[src/rtl/btb_pkg.sv]
// Shared types and helpers for the set-associative branch target buffer.
package btb_pkg;

    localparam int CTR_W = 2;
    localparam logic [CTR_W-1:0] CTR_ALLOC        = 2'd2;
    localparam logic [CTR_W-1:0] CTR_MAX          = 2'd3;
    localparam logic [CTR_W-1:0] CTR_TAKEN_THRESH = 2'd2;

    typedef enum logic [0:0] {
        BTB_IDLE  = 1'b0,
        BTB_FLUSH = 1'b1
    } btb_state_e;

    function automatic logic [CTR_W-1:0] ctr_sat_inc(input logic [CTR_W-1:0] c);
        return (c == CTR_MAX) ? c : c + 2'd1;
    endfunction

    function automatic logic [CTR_W-1:0] ctr_sat_dec(input logic [CTR_W-1:0] c);
        return (c == 2'd0) ? c : c - 2'd1;
    endfunction

endpackage

[src/rtl/btb_lru_ages.sv]
// Per-set true-LRU age logic: victim selection and age update on a touch.
module btb_lru_ages #(
    parameter int NUM_WAYS = 2,
    parameter int AGE_W    = 1
) (
    input  logic [NUM_WAYS-1:0][AGE_W-1:0] i_ages,
    input  logic [NUM_WAYS-1:0]            i_valid,
    input  logic                           i_touch_en,
    input  logic [AGE_W-1:0]               i_touch_way,
    output logic [NUM_WAYS-1:0][AGE_W-1:0] o_ages_next,
    output logic [AGE_W-1:0]               o_victim
);

    logic [AGE_W-1:0] w_inv_way;
    logic [AGE_W-1:0] w_old_way;
    logic [AGE_W-1:0] w_old_age;
    logic [AGE_W-1:0] w_ref_age;

    // Victim: lowest-index invalid way, otherwise the oldest way.
    always_comb begin
        w_inv_way = {AGE_W{1'b0}};
        for (int w = NUM_WAYS - 1; w >= 0; w--) begin
            w_inv_way = i_valid[w] ? w_inv_way : AGE_W'(w);
        end
        w_old_way = {AGE_W{1'b0}};
        w_old_age = i_ages[0];
        for (int w = 1; w < NUM_WAYS; w++) begin
            w_old_way = (i_ages[w] > w_old_age) ? AGE_W'(w) : w_old_way;
            w_old_age = (i_ages[w] > w_old_age) ? i_ages[w] : w_old_age;
        end
        o_victim = (&i_valid) ? w_old_way : w_inv_way;
    end

    // Touch: a way being filled counts as the oldest, so every younger way ages past it.
    always_comb begin
        o_ages_next = i_ages;
        w_ref_age   = i_valid[i_touch_way] ? i_ages[i_touch_way] : AGE_W'(NUM_WAYS - 1);
        for (int v = 0; v < NUM_WAYS; v++) begin
            if (!i_touch_en) begin
                o_ages_next[v] = i_ages[v];
            end else if (AGE_W'(v) == i_touch_way) begin
                o_ages_next[v] = {AGE_W{1'b0}};
            end else if (i_ages[v] < w_ref_age) begin
                o_ages_next[v] = i_ages[v] + AGE_W'(1);
            end else begin
                o_ages_next[v] = i_ages[v];
            end
        end
    end

endmodule

[src/rtl/btb_nway_chk.sv]
// Structural invariants of the BTB: a tag never matches two valid ways of one set.
module btb_nway_chk #(
    parameter int NUM_WAYS = 2
) (
    input logic                clk,
    input logic                rst,
    input logic [NUM_WAYS-1:0] i_lk_match,
    input logic [NUM_WAYS-1:0] i_upd_match
);

    a_lk_single_match: assert property (@(posedge clk) disable iff (rst) $onehot0(i_lk_match));
    a_upd_single_match: assert property (@(posedge clk) disable iff (rst) $onehot0(i_upd_match));

endmodule

[src/rtl/btb_nway.sv]
// N-way set-associative branch target buffer with 2-bit direction counters,
// per-set true-LRU replacement and a one-set-per-cycle flush sweep.
module btb_nway
    import btb_pkg::*;
#(
    parameter int NUM_SETS = 8,
    parameter int NUM_WAYS = 2,
    parameter int PC_W     = 32
) (
    input  logic            clk,
    input  logic            rst,
    input  logic [PC_W-1:0] lookup_pc,
    output logic            lookup_hit,
    output logic [PC_W-1:0] lookup_target,
    output logic            lookup_taken,
    input  logic            upd_valid,
    output logic            upd_ready,
    input  logic [PC_W-1:0] upd_pc,
    input  logic [PC_W-1:0] upd_target,
    input  logic            upd_taken,
    input  logic            flush_req,
    output logic            flush_busy
);

    localparam int IDX_W = $clog2(NUM_SETS);
    localparam int TAG_W = PC_W - 2 - IDX_W;
    localparam int AGE_W = $clog2(NUM_WAYS);

    logic [NUM_WAYS-1:0]            r_valid  [NUM_SETS];
    logic [TAG_W-1:0]               r_tag    [NUM_SETS][NUM_WAYS];
    logic [PC_W-1:0]                r_target [NUM_SETS][NUM_WAYS];
    logic [CTR_W-1:0]               r_ctr    [NUM_SETS][NUM_WAYS];
    logic [NUM_WAYS-1:0][AGE_W-1:0] r_ages   [NUM_SETS];
    btb_state_e                     r_state;
    logic [IDX_W-1:0]               r_flush_idx;

    logic [IDX_W-1:0]               w_lk_idx;
    logic [TAG_W-1:0]               w_lk_tag;
    logic [NUM_WAYS-1:0]            w_lk_match;
    logic [AGE_W-1:0]               w_lk_way;
    logic                           w_lk_hit;
    logic [IDX_W-1:0]               w_upd_idx;
    logic [TAG_W-1:0]               w_upd_tag;
    logic [NUM_WAYS-1:0]            w_upd_match;
    logic [AGE_W-1:0]               w_upd_way;
    logic                           w_upd_hit;
    logic                           w_upd_fire;
    logic                           w_touch_en;
    logic [AGE_W-1:0]               w_touch_way;
    logic [AGE_W-1:0]               w_victim;
    logic [NUM_WAYS-1:0][AGE_W-1:0] w_ages_next;
    logic                           w_unused_lsbs;

    assign w_lk_idx      = lookup_pc[IDX_W+1:2];
    assign w_lk_tag      = lookup_pc[PC_W-1:IDX_W+2];
    assign w_upd_idx     = upd_pc[IDX_W+1:2];
    assign w_upd_tag     = upd_pc[PC_W-1:IDX_W+2];
    assign w_unused_lsbs = ^{lookup_pc[1:0], upd_pc[1:0]};

    assign upd_ready   = (r_state == BTB_IDLE);
    assign flush_busy  = (r_state == BTB_FLUSH);
    assign w_upd_fire  = upd_valid && upd_ready;
    assign w_touch_en  = w_upd_fire && (w_upd_hit || upd_taken);
    assign w_touch_way = w_upd_hit ? w_upd_way : w_victim;

    // Tag compare on the fetch-indexed set; matches are one-hot so OR-encoding is exact.
    always_comb begin
        w_lk_match = {NUM_WAYS{1'b0}};
        w_lk_way   = {AGE_W{1'b0}};
        for (int w = 0; w < NUM_WAYS; w++) begin
            w_lk_match[w] = r_valid[w_lk_idx][w] && (r_tag[w_lk_idx][w] == w_lk_tag);
            w_lk_way      = w_lk_way | (w_lk_match[w] ? AGE_W'(w) : {AGE_W{1'b0}});
        end
        w_lk_hit = |w_lk_match;
    end

    // Tag compare on the update-indexed set.
    always_comb begin
        w_upd_match = {NUM_WAYS{1'b0}};
        w_upd_way   = {AGE_W{1'b0}};
        for (int w = 0; w < NUM_WAYS; w++) begin
            w_upd_match[w] = r_valid[w_upd_idx][w] && (r_tag[w_upd_idx][w] == w_upd_tag);
            w_upd_way      = w_upd_way | (w_upd_match[w] ? AGE_W'(w) : {AGE_W{1'b0}});
        end
        w_upd_hit = |w_upd_match;
    end

    // Lookup outputs read pre-write state and are suppressed while sweeping.
    always_comb begin
        if (r_state == BTB_FLUSH) begin
            lookup_hit    = 1'b0;
            lookup_target = {PC_W{1'b0}};
            lookup_taken  = 1'b0;
        end else begin
            lookup_hit    = w_lk_hit;
            lookup_target = w_lk_hit ? r_target[w_lk_idx][w_lk_way] : {PC_W{1'b0}};
            lookup_taken  = w_lk_hit && (r_ctr[w_lk_idx][w_lk_way] >= CTR_TAKEN_THRESH);
        end
    end

    btb_lru_ages #(
        .NUM_WAYS (NUM_WAYS),
        .AGE_W    (AGE_W)
    ) u_lru (
        .i_ages      (r_ages[w_upd_idx]),
        .i_valid     (r_valid[w_upd_idx]),
        .i_touch_en  (w_touch_en),
        .i_touch_way (w_touch_way),
        .o_ages_next (w_ages_next),
        .o_victim    (w_victim)
    );

    btb_nway_chk #(
        .NUM_WAYS (NUM_WAYS)
    ) u_chk (
        .clk         (clk),
        .rst         (rst),
        .i_lk_match  (w_lk_match),
        .i_upd_match (w_upd_match)
    );

    // Storage update plus IDLE/FLUSH sequencing; an update accepted in IDLE lands before a sweep starts.
    always_ff @(posedge clk) begin
        if (rst) begin
            r_state     <= BTB_IDLE;
            r_flush_idx <= {IDX_W{1'b0}};
            for (int s = 0; s < NUM_SETS; s++) begin
                r_valid[s] <= {NUM_WAYS{1'b0}};
                r_ages[s]  <= {(NUM_WAYS*AGE_W){1'b0}};
                for (int w = 0; w < NUM_WAYS; w++) begin
                    r_tag[s][w]    <= {TAG_W{1'b0}};
                    r_target[s][w] <= {PC_W{1'b0}};
                    r_ctr[s][w]    <= 2'd0;
                end
            end
        end else begin
            if (w_upd_fire && w_upd_hit) begin
                r_ctr[w_upd_idx][w_upd_way] <= upd_taken ? ctr_sat_inc(r_ctr[w_upd_idx][w_upd_way])
                                                         : ctr_sat_dec(r_ctr[w_upd_idx][w_upd_way]);
                if (upd_taken) begin
                    r_target[w_upd_idx][w_upd_way] <= upd_target;
                end
                r_ages[w_upd_idx] <= w_ages_next;
            end else if (w_upd_fire && upd_taken) begin
                r_valid[w_upd_idx][w_victim]  <= 1'b1;
                r_tag[w_upd_idx][w_victim]    <= w_upd_tag;
                r_target[w_upd_idx][w_victim] <= upd_target;
                r_ctr[w_upd_idx][w_victim]    <= CTR_ALLOC;
                r_ages[w_upd_idx]             <= w_ages_next;
            end
            case (r_state)
                BTB_IDLE: begin
                    if (flush_req) begin
                        r_state     <= BTB_FLUSH;
                        r_flush_idx <= {IDX_W{1'b0}};
                    end
                end
                BTB_FLUSH: begin
                    r_valid[r_flush_idx] <= {NUM_WAYS{1'b0}};
                    r_ages[r_flush_idx]  <= {(NUM_WAYS*AGE_W){1'b0}};
                    r_flush_idx          <= r_flush_idx + IDX_W'(1);
                    if (r_flush_idx == IDX_W'(NUM_SETS - 1)) begin
                        r_state <= BTB_IDLE;
                    end
                end
                default: begin
                    r_state <= BTB_IDLE;
                end
            endcase
        end
    end

endmodule
[config.mk]
export PLATFORM = sky130hd
export DESIGN_NAME = btb_nway
export DESIGN_NICKNAME = d
export VERILOG_FILES = /design/src/rtl/btb_pkg.sv /design/src/rtl/btb_lru_ages.sv /design/src/rtl/btb_nway_chk.sv /design/src/rtl/btb_nway.sv
export SDC_FILE = /design/constraint.sdc
export NUM_CORES = 2
export LEC_CHECK = 0
export ABC_AREA = 1
export CORE_UTILIZATION = 35
export DETAILED_ROUTE_END_ITERATION = 8
export REMOVE_ABC_BUFFERS = 1
export SLEW_MARGIN = 20
export SYNTH_ARGS = -nofsm -noshare
export SYNTH_HDL_FRONTEND = slang
export SYNTH_SLANG_ARGS = --single-unit
[constraint.sdc]
create_clock -name clk -period 10.8 [get_ports clk]
set_input_delay 2.16 -clock clk [delete_from_list [all_inputs] [get_ports clk]]
set_output_delay 2.16 -clock clk [all_outputs]
set_load 0.005 [all_outputs]
==> impl_metrics.csv <==
group,metric,value,unit
status,status,"complete, but fails checks",
status,violations,"design-rule violations",
critical_path,cp.arrival,7.21,ns
global_route,met2_usage,36.4,%
synth,synth-async-reset-ratio,0,%
place,hpwl,97300,microns
global_route,gr-total-overflow,0,
die,fp-row-count,140,
die,dieArea,0.148,sq mm
place,finalWeightedCongestion,0.934,
synth,ys_warn_count,0,
synth,synthTopCellsByArea,"edfxtp_1 59%, nor2_1 11%, nand2_1 7.4%",
cts,path_clk_slew,0.06,ns
global_route,first_global_vias,40025,
die,start_util,35.3,%
global_route,grt.total_usage,22.9,%
timing,rsz0062_at_grt,"false",
final_layout,num-nets-final,5839,
cts,clkLatencyLatePin,0.76,ns
cts,cts_resized,0,
synth,ys_seq_area_share,59.1,%
synth,synth-adder-area-share,0.0487,%
hold_path,holdCritPathClass,"flop to flop",
synth,synth.most_common_cell,"nor2_1",
final_layout,drive_gt1_share,6.47,%
synth,syn_avg_cell_area,8.84,sq um
place,io_buffers,132,
die,ios,137,
timing,finalHoldViolCount,0,
synth,synth_xor_area_share,0.324,%
global_route,busiest_layer,"met2",
critical_path,critPathRequiredTime,8.64,ns
timing,maxSlewHeadroom,21.2,%
cts,clk_path_buf_depth,3,
detailed_routing,num_vias,42551,
cts,cts_tree,"yes",
cts,postCtsSetupRepairBufs,0,
cts,cts.sinks,1012,
timing,setup_violations,0,
synth,synth_edf_count,1008,
critical_path,setup.worst_path.class,"primary input to primary output",
detailed_routing,drtIter0Drc,5227,
detailed_routing,drt-total-wl,174000,microns
die,die_h,385,microns
synth,ys.flop_type,"edfxtp_1",
synth,syn_area,0.0513,sq mm
timing,min_period_over_period,86.8,%
timing,tightest_slew,1.18,ns
synth,synth_top_family_by_area,"simple AND/OR/NAND/NOR gates",
power_and_ir_drop,ir_drop,0.136,mV
timing,hold_slack,0.539,ns
synth,synth_top_area_share,59.0,%
power_and_ir_drop,leakage,0.0232,uW
detailed_routing,drc_errors,2,
critical_path,cp_cell_sequence,"buf_8 > inv_8 > a21oi_1 > o21ai_0 > o21ai_0 > o21ai_0 > xor2_1 > nor2_1 > nand3_1 > nor2_1 > nand3_1 > inv_1 > nand2_2 > buf_4 > nand2_1 > nand2_2 > buf_4 > nor2_1 > clkdlybuf4s50_1",
synth,synth-compound-area-share,11.6,%
global_route,grt_pass1_wl,253000,microns
synth,postSynthCellCount,5810,
synth,yosys_register_bits,1012,
detailed_routing,ant_nets,0,
critical_path,crit_family,"buffers and inverters",
critical_path,cp-end-kind,"primary output",
synth,synth_mux_area_share,0,%
critical_path,slowest_delay,0.71,ns
global_route,grt_max_degree,257,
cts,cts_root_buf,"clkbuf_16",
timing,skew,0.0480,ns
global_route,use_met3,4.23,%
job,max_cap_violations,0,
die,die_width,385,microns
detailed_routing,routedWlPerCell,22.4,microns
die,core_region_area,0.146,sq mm
detailed_routing,first_pass_iters,8,
synth,synth.distinct_cells,48,
cts,htreeDepth,3,
timing,finalMaxSlewViolations,0,
global_route,met1_usage,30.9,%
power_and_ir_drop,power_density,160,mW/mm^2
critical_path,start_kind,"primary input",
final_layout,area_growth,12.4,%
synth,synth_commonest_cells,"1,470 x nor2_1, 1,008 x edfxtp_1, 1,006 x nand2_1",
critical_path,worst-path-buf-inv,6,
cts,holdBufCountCts,0,
global_route,antenna_found_initial,4,
timing,min_period,9.37,ns
critical_path,cp_max_fo,136,
detailed_routing,vias_per_cell,5.49,
cts,cts_buffers,108,
timing,tns,0,ns
synth,synth_area_leader_cell,"edfxtp_1",
critical_path,slowest_stage,"o21ai_0",
timing,max_freq,0.107,GHz
synth,synthSimpleGateAreaFrac,21.8,%
==> per-layer routing <==
metal / vias up / routed length, microns
met3: 370 / 18300
li1: 19270 / -
met2: 2265 / 79300
met4: 8 / 6750
met1: 20638 / 69200
met5: - / 53
==> layout make-up <==
class / instances / area (sq um)
clock inverters: 66 / 704
clock buffers: 134 / 2820
inverters: 459 / 1740
multi-input cells: 3918 / 17500
diodes: 1 / 2.50
flip-flops and latches: 1012 / 30300
repair buffers: 237 / 2240
well taps: 1917 / 2400
fillers: 14343 / 87800
==> sequential cells by signal, summed over array words and instances, names as in the netlist <==
name / flops
r_flush_idx: 3
r_valid: 16
r_ctr: 32
r_ages: 16
r_target: 512
flush_busy: 1
r_tag: 432
==> cell usage in the layout, fill, tap and decap left out, types with 17 or more instances in the layout <==
cell / count
o21ai_1: 22
or2_2: 27
o22ai_1: 84
clkdlybuf4s50_1: 128
o221ai_1: 69
nand2_1: 964
a21oi_1: 195
edfxtp_1: 1008
nand3_1: 258
o21ai_0: 638
clkbuf_1: 24
nor3_1: 18
nand2_2: 47
o211ai_1: 50
inv_2: 18
clkinv_1: 55
inv_1: 411
clkbuf_16: 108
buf_4: 95
clkinv_2: 17
nor2_1: 1469
==> power breakdown <==
part / switching [uW] / leakage [uW] / internal (uW)
logic: 714 / 0.0111 / 250
clock network: 1650 / 0.00171 / 2100
registers: 46.9 / 0.0104 / 4460
==> per-stage QoR <==
step           instance area, sq um  cells  setup WS [ns]  utilization, %  power [uW]
4_1_cts                       57700   7742           1.60            39.6        9240
6_report                      57700   7744           1.43            39.7        9220
2_1_floorplan                 49400   5389          0.551               -        5100
3_3_place_gp                  54200   7542           1.63            37.2        5520
3_5_place_dp                  54200   7542           1.62            37.2        5540
5_1_grt                       57700   7743           1.28            39.7        9490
==> worst paths after layout <==
kind                  start                to  slack (ns)  cells after the start
max            lookup_pc[2]  lookup_target[7]        1.43                     19
max reg2reg    r_tag[3][42]   r_target[6][55]        6.12                     19
min          r_flush_idx[1]    r_flush_idx[1]        0.54                      1
min reg2reg  r_flush_idx[1]    r_flush_idx[1]        0.54                      1
==> worst register-to-register path, cell delays in order, from the launching register on <==
cell and delay [ns]:
edfxtp_1 0.34, inv_1 0.05, nand2_1 0.05, nand3_1 0.08, nand2_1 0.12, inv_1 0.04
nand2_1 0.07, nor2_1 0.12, nor2_1 0.15, nand2_1 0.10, nor2_1 0.29, nand2_1 0.20
nor2_1 0.17, nand2_1 0.22, nand3_2 0.22, nand2_2 0.12, nor2_8 0.28, nand2_4 0.45
nand2_2 0.92, buf_4 0.37
==> cell families after synthesis <==
| kind of cell | Yosys count |
|---|---|
| XOR/XNOR | 19 |
| adder cells (fa/ha/maj) | 2 |
| AND/OR/NAND/NOR | 2818 |
| AO/OA/AOI/OAI | 1079 |
| flip-flops | 1012 |
| buffers and inverters | 880 |
Power figures use the tool's default switching activity.
